==> src/rtl/csr_access_unit.sv <==
// CSR access unit: runs one CSR instruction at a time as read, read-modify-write, then response.
// Optional build macro CSR_ACCESS_ILLEGAL_TRAP_EN turns unmapped or read-only write accesses into rsp_illegal.
package pack;
    typedef enum logic [3:0] {
        CSR_MSTATUS   = 4'd0,
        CSR_MISA      = 4'd1,
        CSR_MIE       = 4'd2,
        CSR_MTVEC     = 4'd3,
        CSR_MSCRATCH  = 4'd4,
        CSR_MEPC      = 4'd5,
        CSR_MCAUSE    = 4'd6,
        CSR_MTVAL     = 4'd7,
        CSR_MIP       = 4'd8,
        CSR_MCYCLE    = 4'd9,
        CSR_MINSTRET  = 4'd10,
        CSR_MCYCLEH   = 4'd11,
        CSR_MINSTRETH = 4'd12
    } destinationCSR_;
endpackage

module csr_access_unit
    import pack::*;
(
    input  logic           clock,
    input  logic           reset,
    input  logic           req_valid,
    output logic           req_ready,
    input  logic [2:0]     req_funct3,
    input  logic [11:0]    req_addr,
    input  logic [31:0]    req_rs1_data,
    input  logic [4:0]     req_rs1_idx,
    input  logic [4:0]     req_rd_idx,
    output logic           rsp_valid,
    input  logic           rsp_ready,
    output logic [31:0]    rsp_data,
    output logic [4:0]     rsp_rd_idx,
    output logic           rsp_illegal,
    output destinationCSR_ readCSR,
    input  logic [31:0]    csrReadData,
    output destinationCSR_ destinationCSR,
    output logic [31:0]    csrWriteData,
    output logic           csrDestinationEnable
);

    typedef enum logic [1:0] {S_IDLE, S_READ, S_WRITE, S_RESP} state_t;

    state_t         state_q, state_d;
    logic           req_ready_q, req_ready_d;
    destinationCSR_ idx_q, idx_d;
    logic           hit_q, hit_d;
    logic [1:0]     op_q, op_d;
    logic [31:0]    operand_q, operand_d;
    logic           write_q, write_d;
    logic           illegal_q, illegal_d;
    logic [4:0]     rd_q, rd_d;
    logic [31:0]    old_q, old_d;
    logic           we_q, we_d;
    destinationCSR_ dest_q, dest_d;
    logic [31:0]    wdata_q, wdata_d;
    logic           rsp_valid_q, rsp_valid_d;
    logic [31:0]    rsp_data_q, rsp_data_d;
    logic [4:0]     rsp_rd_q, rsp_rd_d;
    logic           rsp_illegal_q, rsp_illegal_d;

    destinationCSR_ dec_idx;
    logic           dec_hit;
    logic [31:0]    acc_operand;
    logic           acc_legal, acc_attempt, acc_ro, acc_illegal, acc_write;
    logic [31:0]    rmw_value;

    always_comb begin
        dec_idx = CSR_MSTATUS;
        dec_hit = 1'b1;
        case (req_addr)
            12'h300: dec_idx = CSR_MSTATUS;
            12'h301: dec_idx = CSR_MISA;
            12'h304: dec_idx = CSR_MIE;
            12'h305: dec_idx = CSR_MTVEC;
            12'h340: dec_idx = CSR_MSCRATCH;
            12'h341: dec_idx = CSR_MEPC;
            12'h342: dec_idx = CSR_MCAUSE;
            12'h343: dec_idx = CSR_MTVAL;
            12'h344: dec_idx = CSR_MIP;
            12'hB00: dec_idx = CSR_MCYCLE;
            12'hB02: dec_idx = CSR_MINSTRET;
            12'hB80: dec_idx = CSR_MCYCLEH;
            12'hB82: dec_idx = CSR_MINSTRETH;
            default: dec_hit = 1'b0;
        endcase
    end

    // Everything about whether the access writes or traps is known at accept time.
    assign acc_operand = req_funct3[2] ? {27'b0, req_rs1_idx} : req_rs1_data;
    assign acc_legal   = (req_funct3[1:0] != 2'b00);
    assign acc_attempt = acc_legal && !((req_funct3[1:0] != 2'b01) && (req_rs1_idx == 5'd0));
    assign acc_ro      = (req_addr == 12'h301) || (req_addr[11:10] == 2'b11);
`ifdef CSR_ACCESS_ILLEGAL_TRAP_EN
    assign acc_illegal = !acc_legal || !dec_hit || (acc_attempt && acc_ro);
`else
    assign acc_illegal = !acc_legal;
`endif
    assign acc_write   = acc_attempt && dec_hit && !acc_ro && !acc_illegal;

    always_comb begin
        case (op_q)
            2'b01:   rmw_value = operand_q;
            2'b10:   rmw_value = csrReadData | operand_q;
            default: rmw_value = csrReadData & ~operand_q;
        endcase
    end

    always_comb begin
        // NOTE: every _d starts from its _q value so no branch leaves it unassigned and infers a latch.
        state_d       = state_q;
        req_ready_d   = req_ready_q;
        idx_d         = idx_q;
        hit_d         = hit_q;
        op_d          = op_q;
        operand_d     = operand_q;
        write_d       = write_q;
        illegal_d     = illegal_q;
        rd_d          = rd_q;
        old_d         = old_q;
        we_d          = we_q;
        dest_d        = dest_q;
        wdata_d       = wdata_q;
        rsp_valid_d   = rsp_valid_q;
        rsp_data_d    = rsp_data_q;
        rsp_rd_d      = rsp_rd_q;
        rsp_illegal_d = rsp_illegal_q;
        case (state_q)
            S_IDLE: begin
                if (req_valid) begin
                    state_d     = S_READ;
                    req_ready_d = 1'b0;
                    idx_d       = dec_idx;
                    hit_d       = dec_hit;
                    op_d        = req_funct3[1:0];
                    operand_d   = acc_operand;
                    write_d     = acc_write;
                    illegal_d   = acc_illegal;
                    rd_d        = req_rd_idx;
                end
            end
            S_READ: begin
                state_d = S_WRITE;
                old_d   = hit_q ? csrReadData : 32'd0;
                we_d    = write_q;
                if (write_q) begin
                    dest_d  = idx_q;
                    wdata_d = rmw_value;
                end
            end
            S_WRITE: begin
                state_d       = S_RESP;
                we_d          = 1'b0;
                rsp_valid_d   = 1'b1;
                rsp_data_d    = illegal_q ? 32'd0 : old_q;
                rsp_rd_d      = rd_q;
                rsp_illegal_d = illegal_q;
            end
            S_RESP: begin
                if (rsp_ready) begin
                    state_d     = S_IDLE;
                    rsp_valid_d = 1'b0;
                    req_ready_d = 1'b1;
                end
            end
            default: state_d = S_IDLE;
        endcase
    end

    always_ff @(posedge clock) begin
        // NOTE: state registers use non-blocking assignments so every flop samples pre-edge values.
        if (reset) begin
            state_q       <= S_IDLE;
            req_ready_q   <= 1'b1;
            idx_q         <= CSR_MSTATUS;
            hit_q         <= 1'b0;
            op_q          <= 2'b00;
            operand_q     <= 32'd0;
            write_q       <= 1'b0;
            illegal_q     <= 1'b0;
            rd_q          <= 5'd0;
            old_q         <= 32'd0;
            we_q          <= 1'b0;
            dest_q        <= CSR_MSTATUS;
            wdata_q       <= 32'd0;
            rsp_valid_q   <= 1'b0;
            rsp_data_q    <= 32'd0;
            rsp_rd_q      <= 5'd0;
            rsp_illegal_q <= 1'b0;
        end else begin
            state_q       <= state_d;
            req_ready_q   <= req_ready_d;
            idx_q         <= idx_d;
            hit_q         <= hit_d;
            op_q          <= op_d;
            operand_q     <= operand_d;
            write_q       <= write_d;
            illegal_q     <= illegal_d;
            rd_q          <= rd_d;
            old_q         <= old_d;
            we_q          <= we_d;
            dest_q        <= dest_d;
            wdata_q       <= wdata_d;
            rsp_valid_q   <= rsp_valid_d;
            rsp_data_q    <= rsp_data_d;
            rsp_rd_q      <= rsp_rd_d;
            rsp_illegal_q <= rsp_illegal_d;
        end
    end

    // Gating with reset keeps a strobe or response from escaping in the very cycle reset arrives.
    assign csrDestinationEnable = we_q && !reset;
    assign rsp_valid            = rsp_valid_q && !reset;
    assign req_ready            = req_ready_q;
    assign readCSR              = idx_q;
    assign destinationCSR       = dest_q;
    assign csrWriteData         = wdata_q;
    assign rsp_data             = rsp_data_q;
    assign rsp_rd_idx           = rsp_rd_q;
    assign rsp_illegal          = rsp_illegal_q;

endmodule
==> config.mk <==
export PLATFORM = sky130hd
export DESIGN_NAME = csr_access_unit
export DESIGN_NICKNAME = d
export VERILOG_FILES = /design/src/rtl/csr_access_unit.sv
export SDC_FILE = /design/constraint.sdc
export NUM_CORES = 1
export LEC_CHECK = 0
export BUFFER_PORTS_ARGS = -buffer_cell sky130_fd_sc_hd__buf_4
export CAP_MARGIN = 20
export CORE_ASPECT_RATIO = 0.75
export CORE_MARGIN = 1.5
export CORE_UTILIZATION = 25
export DETAILED_ROUTE_END_ITERATION = 16
export GPL_TIMING_DRIVEN = 1
export SLEW_MARGIN = 20
export SYNTH_ARGS = -nofsm -noshare
export SYNTH_HDL_FRONTEND = slang
export SYNTH_SLANG_ARGS = --single-unit
==> constraint.sdc <==
create_clock -name clock -period 3.6 [get_ports clock]
set_input_delay 0.18 -clock clock [delete_from_list [all_inputs] [get_ports clock]]
set_output_delay 0.18 -clock clock [all_outputs]
set_load 0.05 [all_outputs]
==> results of run 1 <==
[stage by stage]
step,setup WS [ps],power [W],hold slack [ps],cell area (um2)
2_1_floorplan,2000,0.00263,316,6510
3_3_place_gp,1480,0.00301,419,8070
3_5_place_dp,1450,0.00303,427,8070
4_1_cts,1440,0.00487,0.138,8970
5_1_grt,1190,0.00506,13.3,8970
6_report,1450,0.00480,16.8,8970
[repair_timing]
| action | CTS | global route |
|---|---|---|
| hold buffers | 33 | 0 |
| endpoints found under the hold margin | 33 | 0 |
| setup endpoints to repair | 0 | 0 |
| buffers inserted | 0 | 0 |
[state kept, by name, summed over array words and instances (netlist names), 2 cells and up]
signal,cells
readCSR,4
op_q,2
rsp_rd_idx,5
state_q,2
rsp_data,32
csrWriteData,32
old_q,32
rd_q,5
operand_q,32
destinationCSR,4
[cell type report]
class                      instances  area [um2]
inverter                           5        18.8
fill                            2631       16300
clock inverter                    10         115
clock buffer                      21         460
tap                              338         423
multi-input combinational        544        3130
sequential                       157        3140
timing repair buffer             213        1680
[cell families (layout without fill, tap and decap cells)]
| family | after synthesis | count (layout) | synth area share (%) |
|---|---|---|---|
| AOI/OAI and AO/OA | 161 | 161 | 14.9 |
| adders and majority gates | 7 | 7 | 1.35 |
| buffers and inverters | 67 | 249 | 3.98 |
| DFF | 157 | 157 | 48.3 |
| muxes | 13 | 13 | 2.02 |
| and+or+nand+nor | 363 | 363 | 29.5 |
[power by group through the flow]
stage	Clock (W)	Combinational (W)	Sequential, W
after floorplan	0	0.000619	0.00201
after global placement	0	0.00104	0.00197
after detailed placement	0	0.00105	0.00198
after CTS	0.00185	0.00108	0.00194
after global routing	0.00193	0.00118	0.00195
final	0.00179	0.00107	0.00194
[worst paths after layout]
| kind | start | to | slack (ps) |
|---|---|---|---|
| max | state_q[1]$_SDFFE_PP0P_ | csrWriteData[9]$_SDFFE_PP0P_ | 1450 |
| min | csrReadData[14] | old_q[14]$_SDFFE_PP0N_ | 20 |
| max reg2reg | state_q[1]$_SDFFE_PP0P_ | csrWriteData[9]$_SDFFE_PP0P_ | 1450 |
| min reg2reg | rd_q[0]$_SDFFE_PP0P_ | rd_q[0]$_SDFFE_PP0P_ | 450 |
[layout by cell type (no fill, tap or decap), types with 3 or more instances in the layout]
master           n
buf_4          180
dfxtp_1        157
a21oi_1        109
nor2_1         101
nor2b_1         82
nand2_1         55
nand3b_1        47
nor3_1          36
dlygate4sd3_1   33
a221oi_1        32
nand2b_1        19
clkbuf_16       17
mux2i_1         12
a211oi_1         8
inv_1            5
ha_1             5
nor4_1           3
clkinv_2         3
clkinvlp_4       3
[worst max-delay path, stage by stage (launching register included)]
cell      delay [ps]
dfxtp_1          330
inv_1            110
ha_2             440
nand2_2          580
a221oi_1         440
nor3_1            80
[per-layer routing]
metal / share of wire [%] / vias up / wire length, um / GRT usage, %
met5: 0 / - / 0 / 0
met4: 1.2 / 0 / 255 / 4.85
met3: 6.4 / 19 / 1310 / 4.72
met2: 43 / 161 / 8750 / 23.0
met1: 50 / 2734 / 10100 / 20.9
li1: - / 2981 / - / -
==> results.py, run 1 <==
metrics = {
    "placement": {
        "hpwl_um": 13300,
        "dp.cells": 1224,
        "finalWeightedCongestion": 0.788,
        "port_buffers": 173,
    },
    "floorplanning": {
        "die_h_um": 143,
        "start_util_pct": 25.8,
        "num_io_pins": 174,
        "fp.dieArea_um2": 27000,
        "coreArea_um2": 25300,
        "die_x_um": 189,
        "fp-row-count": 50,
    },
    "timing": {
        "skew_ps": 11.6,
        "max_slew_margin_pct": 41.4,
        "setup_tns_ps": 0,
        "maxSlewViolCount": 0,
        "period_share_pct": 59.6,
        "setup_viol": 0,
        "tightestPinTransition_ps": 877,
        "fmax_ghz": 0.466,
        "rsz0062_at_grt": "no",
        "hold_viol": 0,
        "layout_min_cycle_time_ps": 2150,
    },
    "global_routing": {
        "grt_pass1_wl_um": 31700,
        "grt_max_degree": 72,
        "antenna_found_initial": 0,
        "grt.overflow.total": 0,
        "track_usage_pct": 15.4,
        "grt_pass1_vias": 5661,
    },
    "synthesis": {
        "yosys-top-cells-area": "dfxtp_1 (48%), a21oi_1 (8.4%), nor2b_1 (7.9%)",
        "synth_area_leader_cell": "dfxtp_1",
        "syn_area_per_cell_um2": 8.48,
        "syn_inst": 768,
        "synth-main-ff-cell": "dfxtp_1",
        "synth_edf_count": 0,
        "synth_warnings": 0,
        "syn_area_um2": 6510,
        "synth_async_sr_flop_share_pct": 0,
        "synth_common_cells": "dfxtp_1 (157), a21oi_1 (109), nor2_1 (102)",
        "ys_ff_latch": 157,
        "ys_seq_area_share_pct": 48.3,
        "yosysMostFrequentCell": "dfxtp_1",
        "yosysTopAreaCellShare_pct": 48.3,
        "synth_nets": 868,
        "ys_types": 38,
    },
    "critical_path": {
        "path_class": "reg -> reg",
        "start_kind": "flop",
        "worstSetupEndpointType": "flop",
        "worstRegToRegCells": 5,
        "required_ps": 3880,
        "critPathArrivalTime_ps": 2430,
        "crit_fanout": 36,
    },
    "power": {
        "p_leak_nw": 3.48,
        "pwr-share-comb_pct": 22.3,
        "powerDensity_nw_per_um2": 535,
        "p_int_w": 0.00327,
        "power_frac_seq_pct": 40.3,
        "p_sw_share_pct": 31.9,
        "net-switching-power_w": 0.00153,
        "clock_power_share_pct": 37.4,
        "ir_worst_vdd_v": 0.000309,
    },
    "clocking": {
        "clk_pin_slew_ps": 60,
        "clockRootBuffer": "clkbuf_16",
        "htreeDepth": 4,
        "numClockSinks": 157,
        "ctsLongestPathBuffers": 2,
        "cts_tree": "built",
        "worstSkewPairLatency_ps": 430,
        "cts.repair.resized": 0,
        "cts_made_buffers": 17,
    },
    "routing": {
        "drt-pass1-iter-count": 5,
        "antenna_left": 0,
        "wl_um": 20500,
        "drc": 0,
        "wl_per_cell_um": 15.9,
        "vias": 5895,
        "drt-vias-per-instance": 4.58,
        "drt_iter0_drc": 300,
    },
    "hold_path": {
        "hold_class": "in -> reg",
        "hold_depth": 3,
    },
    "finish": {
        "nNetsFinal": 1038,
        "fin_util_pct": 35.5,
        "drive_above_1_share_pct": 23.4,
        "syn2layout_area_growth_pct": 37.8,
        "finalNonFillerCells": 1288,
        "antenna_cells": 0,
    },
    "outcome": {
        "outcome": "finished clean",
    },
    "flow_run": {
        "maxCapViolCount": 0,
    },
}
(Power assumes the default switching activity.)
==> inputs of run 2 (changes only) <==
Clock period 3.6 ns to 1.9 ns, I/O delays scaled along.
==> run 2 against run 1 <==
Effect of this change: non-clock buffer count rose by 49; clock-buffer cell count rose by 1; register-to-register slack got worse by 1300 ps; flip-flop and latch count did not move; sequential share of layout area fell by 1.9 points; via count rose by 4.6%; final area rose by 5.9%; power rose by 93%; sequential power rose by 89%; critical path type unchanged; critical endpoint is now csrWriteData[15]$_SDFFE_PP0P_; highest routed layer unchanged.
==> results.py, run 2 (synthesis gave the netlist of run 1 again) <==
metrics = {
    "outcome": {
        "outcome": "finished clean",
    },
    "hold_path": {
        "hold_class": "in -> reg",
        "hp-start": "req_rs1_data[0]",
        "hold_depth": 3,
        "min_to": "operand_q[0]$_SDFFE_PP0P_",
    },
    "finish": {
        "finalNonFillerCells": 1338,
        "nNetsFinal": 1088,
        "drive_above_1_share_pct": 23.7,
        "syn2layout_area_growth_pct": 45.9,
        "antenna_cells": 0,
        "layout_common_cells": "buf_4 (187), dfxtp_1 (157), a21oi_1 (109)",
        "final_common_cell": "buf_4",
        "fin_util_pct": 37.6,
    },
    "power": {
        "powerDensity_nw_per_um2": 977,
        "ir_worst_vdd_v": 0.000695,
        "p_leak_nw": 3.71,
    },
    "critical_path": {
        "r2r-end": "csrWriteData[15]$_SDFFE_PP0P_",
        "reg2reg_from": "op_q[0]$_SDFFE_PP0P_",
        "worstSetupEndpointType": "flop",
        "critPathArrivalTime_ps": 2010,
        "cpPeakStageDelay_ps": 360,
        "worst-path-buf-inv": 2,
        "slowest_stage": "dfxtp_1",
        "worstRegToRegCells": 6,
        "start_kind": "flop",
        "required_ps": 2200,
        "crit_fanout": 19,
        "path_class": "reg -> reg",
        "worstPathCellList": "inv_1 -> ha_2 -> or2_1 -> buf_4 -> a221oi_1 -> nor3_1",
        "path_delay_family": "flip-flops",
        "r2r_setup_slack_ps": 190,
    },
    "routing": {
        "drt-pass1-iter-count": 5,
        "antenna_left": 0,
        "wl_per_cell_um": 16.1,
        "vias": 6168,
        "drt-vias-per-instance": 4.61,
        "drt_iter0_drc": 312,
        "wl_um": 21500,
        "drc": 0,
    },
    "placement": {
        "port_buffers": 173,
        "finalWeightedCongestion": 0.754,
        "dp.cells": 1236,
        "hpwl_um": 14000,
    },
    "global_routing": {
        "grt_pass1_vias": 6139,
        "antenna_found_initial": 0,
        "grt_max_degree": 57,
        "grt.overflow.total": 0,
        "track_usage_pct": 16.2,
        "grt_pass1_wl_um": 33600,
    },
    "floorplanning": {
        "die_h_um": 143,
        "num_io_pins": 174,
        "die_x_um": 189,
        "start_util_pct": 25.8,
        "fp-row-count": 50,
        "coreArea_um2": 25300,
        "fp.dieArea_um2": 27000,
    },
    "clocking": {
        "htreeDepth": 4,
        "ctsLongestPathBuffers": 2,
        "worstSkewPairLatency_ps": 430,
        "clockRootBuffer": "clkbuf_16",
        "clk_pin_slew_ps": 70,
        "cts_made_buffers": 17,
        "cts_tree": "built",
        "numClockSinks": 157,
    },
    "flow_run": {
        "maxCapViolCount": 0,
    },
    "timing": {
        "maxSlewViolCount": 0,
        "fmax_ghz": 0.586,
        "max_slew_margin_pct": 60.5,
        "hold_viol": 0,
        "skew_ps": 10.6,
        "setup_viol": 0,
        "layout_min_cycle_time_ps": 1710,
        "period_share_pct": 89.8,
        "rsz0062_at_grt": "no",
        "tightestPinTransition_ps": 591,
    },
}
-- run 2: through the flow --
step	cell area (um2)	setup slack (ps)	hold slack, ps	setup TNS [ps]	total power, W
5_1_grt	9500	51.3	36.4	0	0.00979
6_report	9500	194	42.5	0	0.00928
2_1_floorplan	6510	299	231	0	0.00498
3_5_place_dp	8220	-61.2	338	-1150	0.00589
4_1_cts	9490	105	17.5	0	0.00939
3_3_place_gp	8220	3.08	336	0	0.00585
-- run 2: final cells by class --
class / count / area, um2
multi-input cells: 545 / 3150
inverters: 5 / 18.8
fillers: 2562 / 15800
repair buffers: 262 / 2200
clock buffers: 22 / 474
well taps: 338 / 423
flip-flops and latches: 157 / 3140
clock inverters: 9 / 87.6
-- run 2: worst max path at each step --
| stage | end | depth (start not counted) | startpoint | slack [ps] |
|---|---|---|---|---|
| final | csrWriteData[15]$_SDFFE_PP0P_ | 6 | op_q[0]$_SDFFE_PP0P_ | 190 |
| after global routing | csrWriteData[17]$_SDFFE_PP0P_ | 6 | op_q[0]$_SDFFE_PP0P_ | 50 |
| after CTS | csrWriteData[18]$_SDFFE_PP0P_ | 6 | op_q[0]$_SDFFE_PP0P_ | 110 |
| after detailed placement | csrWriteData[14]$_SDFFE_PP0P_ | 5 | op_q[0]$_SDFFE_PP0P_ | -60 |
| after global placement | csrWriteData[16]$_SDFFE_PP0P_ | 5 | op_q[0]$_SDFFE_PP0P_ | 3 |
| after floorplan | rsp_rd_idx[2]$_SDFFE_PP0P_ | 6 | state_q[0]$_SDFFE_PP0P_ | 300 |
-- run 2: repair_timing --
action,CTS,global route
gates cloned,1,0
setup endpoints to repair,32,16
buffers inserted,0,0
resized for setup,1,3
hold endpoints to repair,70,0
hold buffers,70,0
pin swaps,1,0
-- run 2: metal layers --
metal	global-route usage, %	routed length, um	vias up
met5	0	0	-
met4	4.14	178	0
met3	4.82	1490	11
met2	24.7	9240	156
met1	22.2	10600	2920
li1	-	-	3081
-- run 2: power by group --
group	switching, W	leakage [nW]	total, W	internal (W)
sequential	0.000142	1.27	0.00366	0.00351
clock	0.00144	0.265	0.00334	0.00190
combinational	0.00142	2.17	0.00229	0.000865
total	0.00300	3.71	0.00928	0.00628
-- run 2: worst register-to-register path: cells and delay by family (launching register included) --
family,cells,cell delay (ps)
AOI/OAI and AO/OA,1,290
adders and majority gates,1,330
buffers and inverters,2,280
DFF,1,360
and+or+nand+nor,2,320
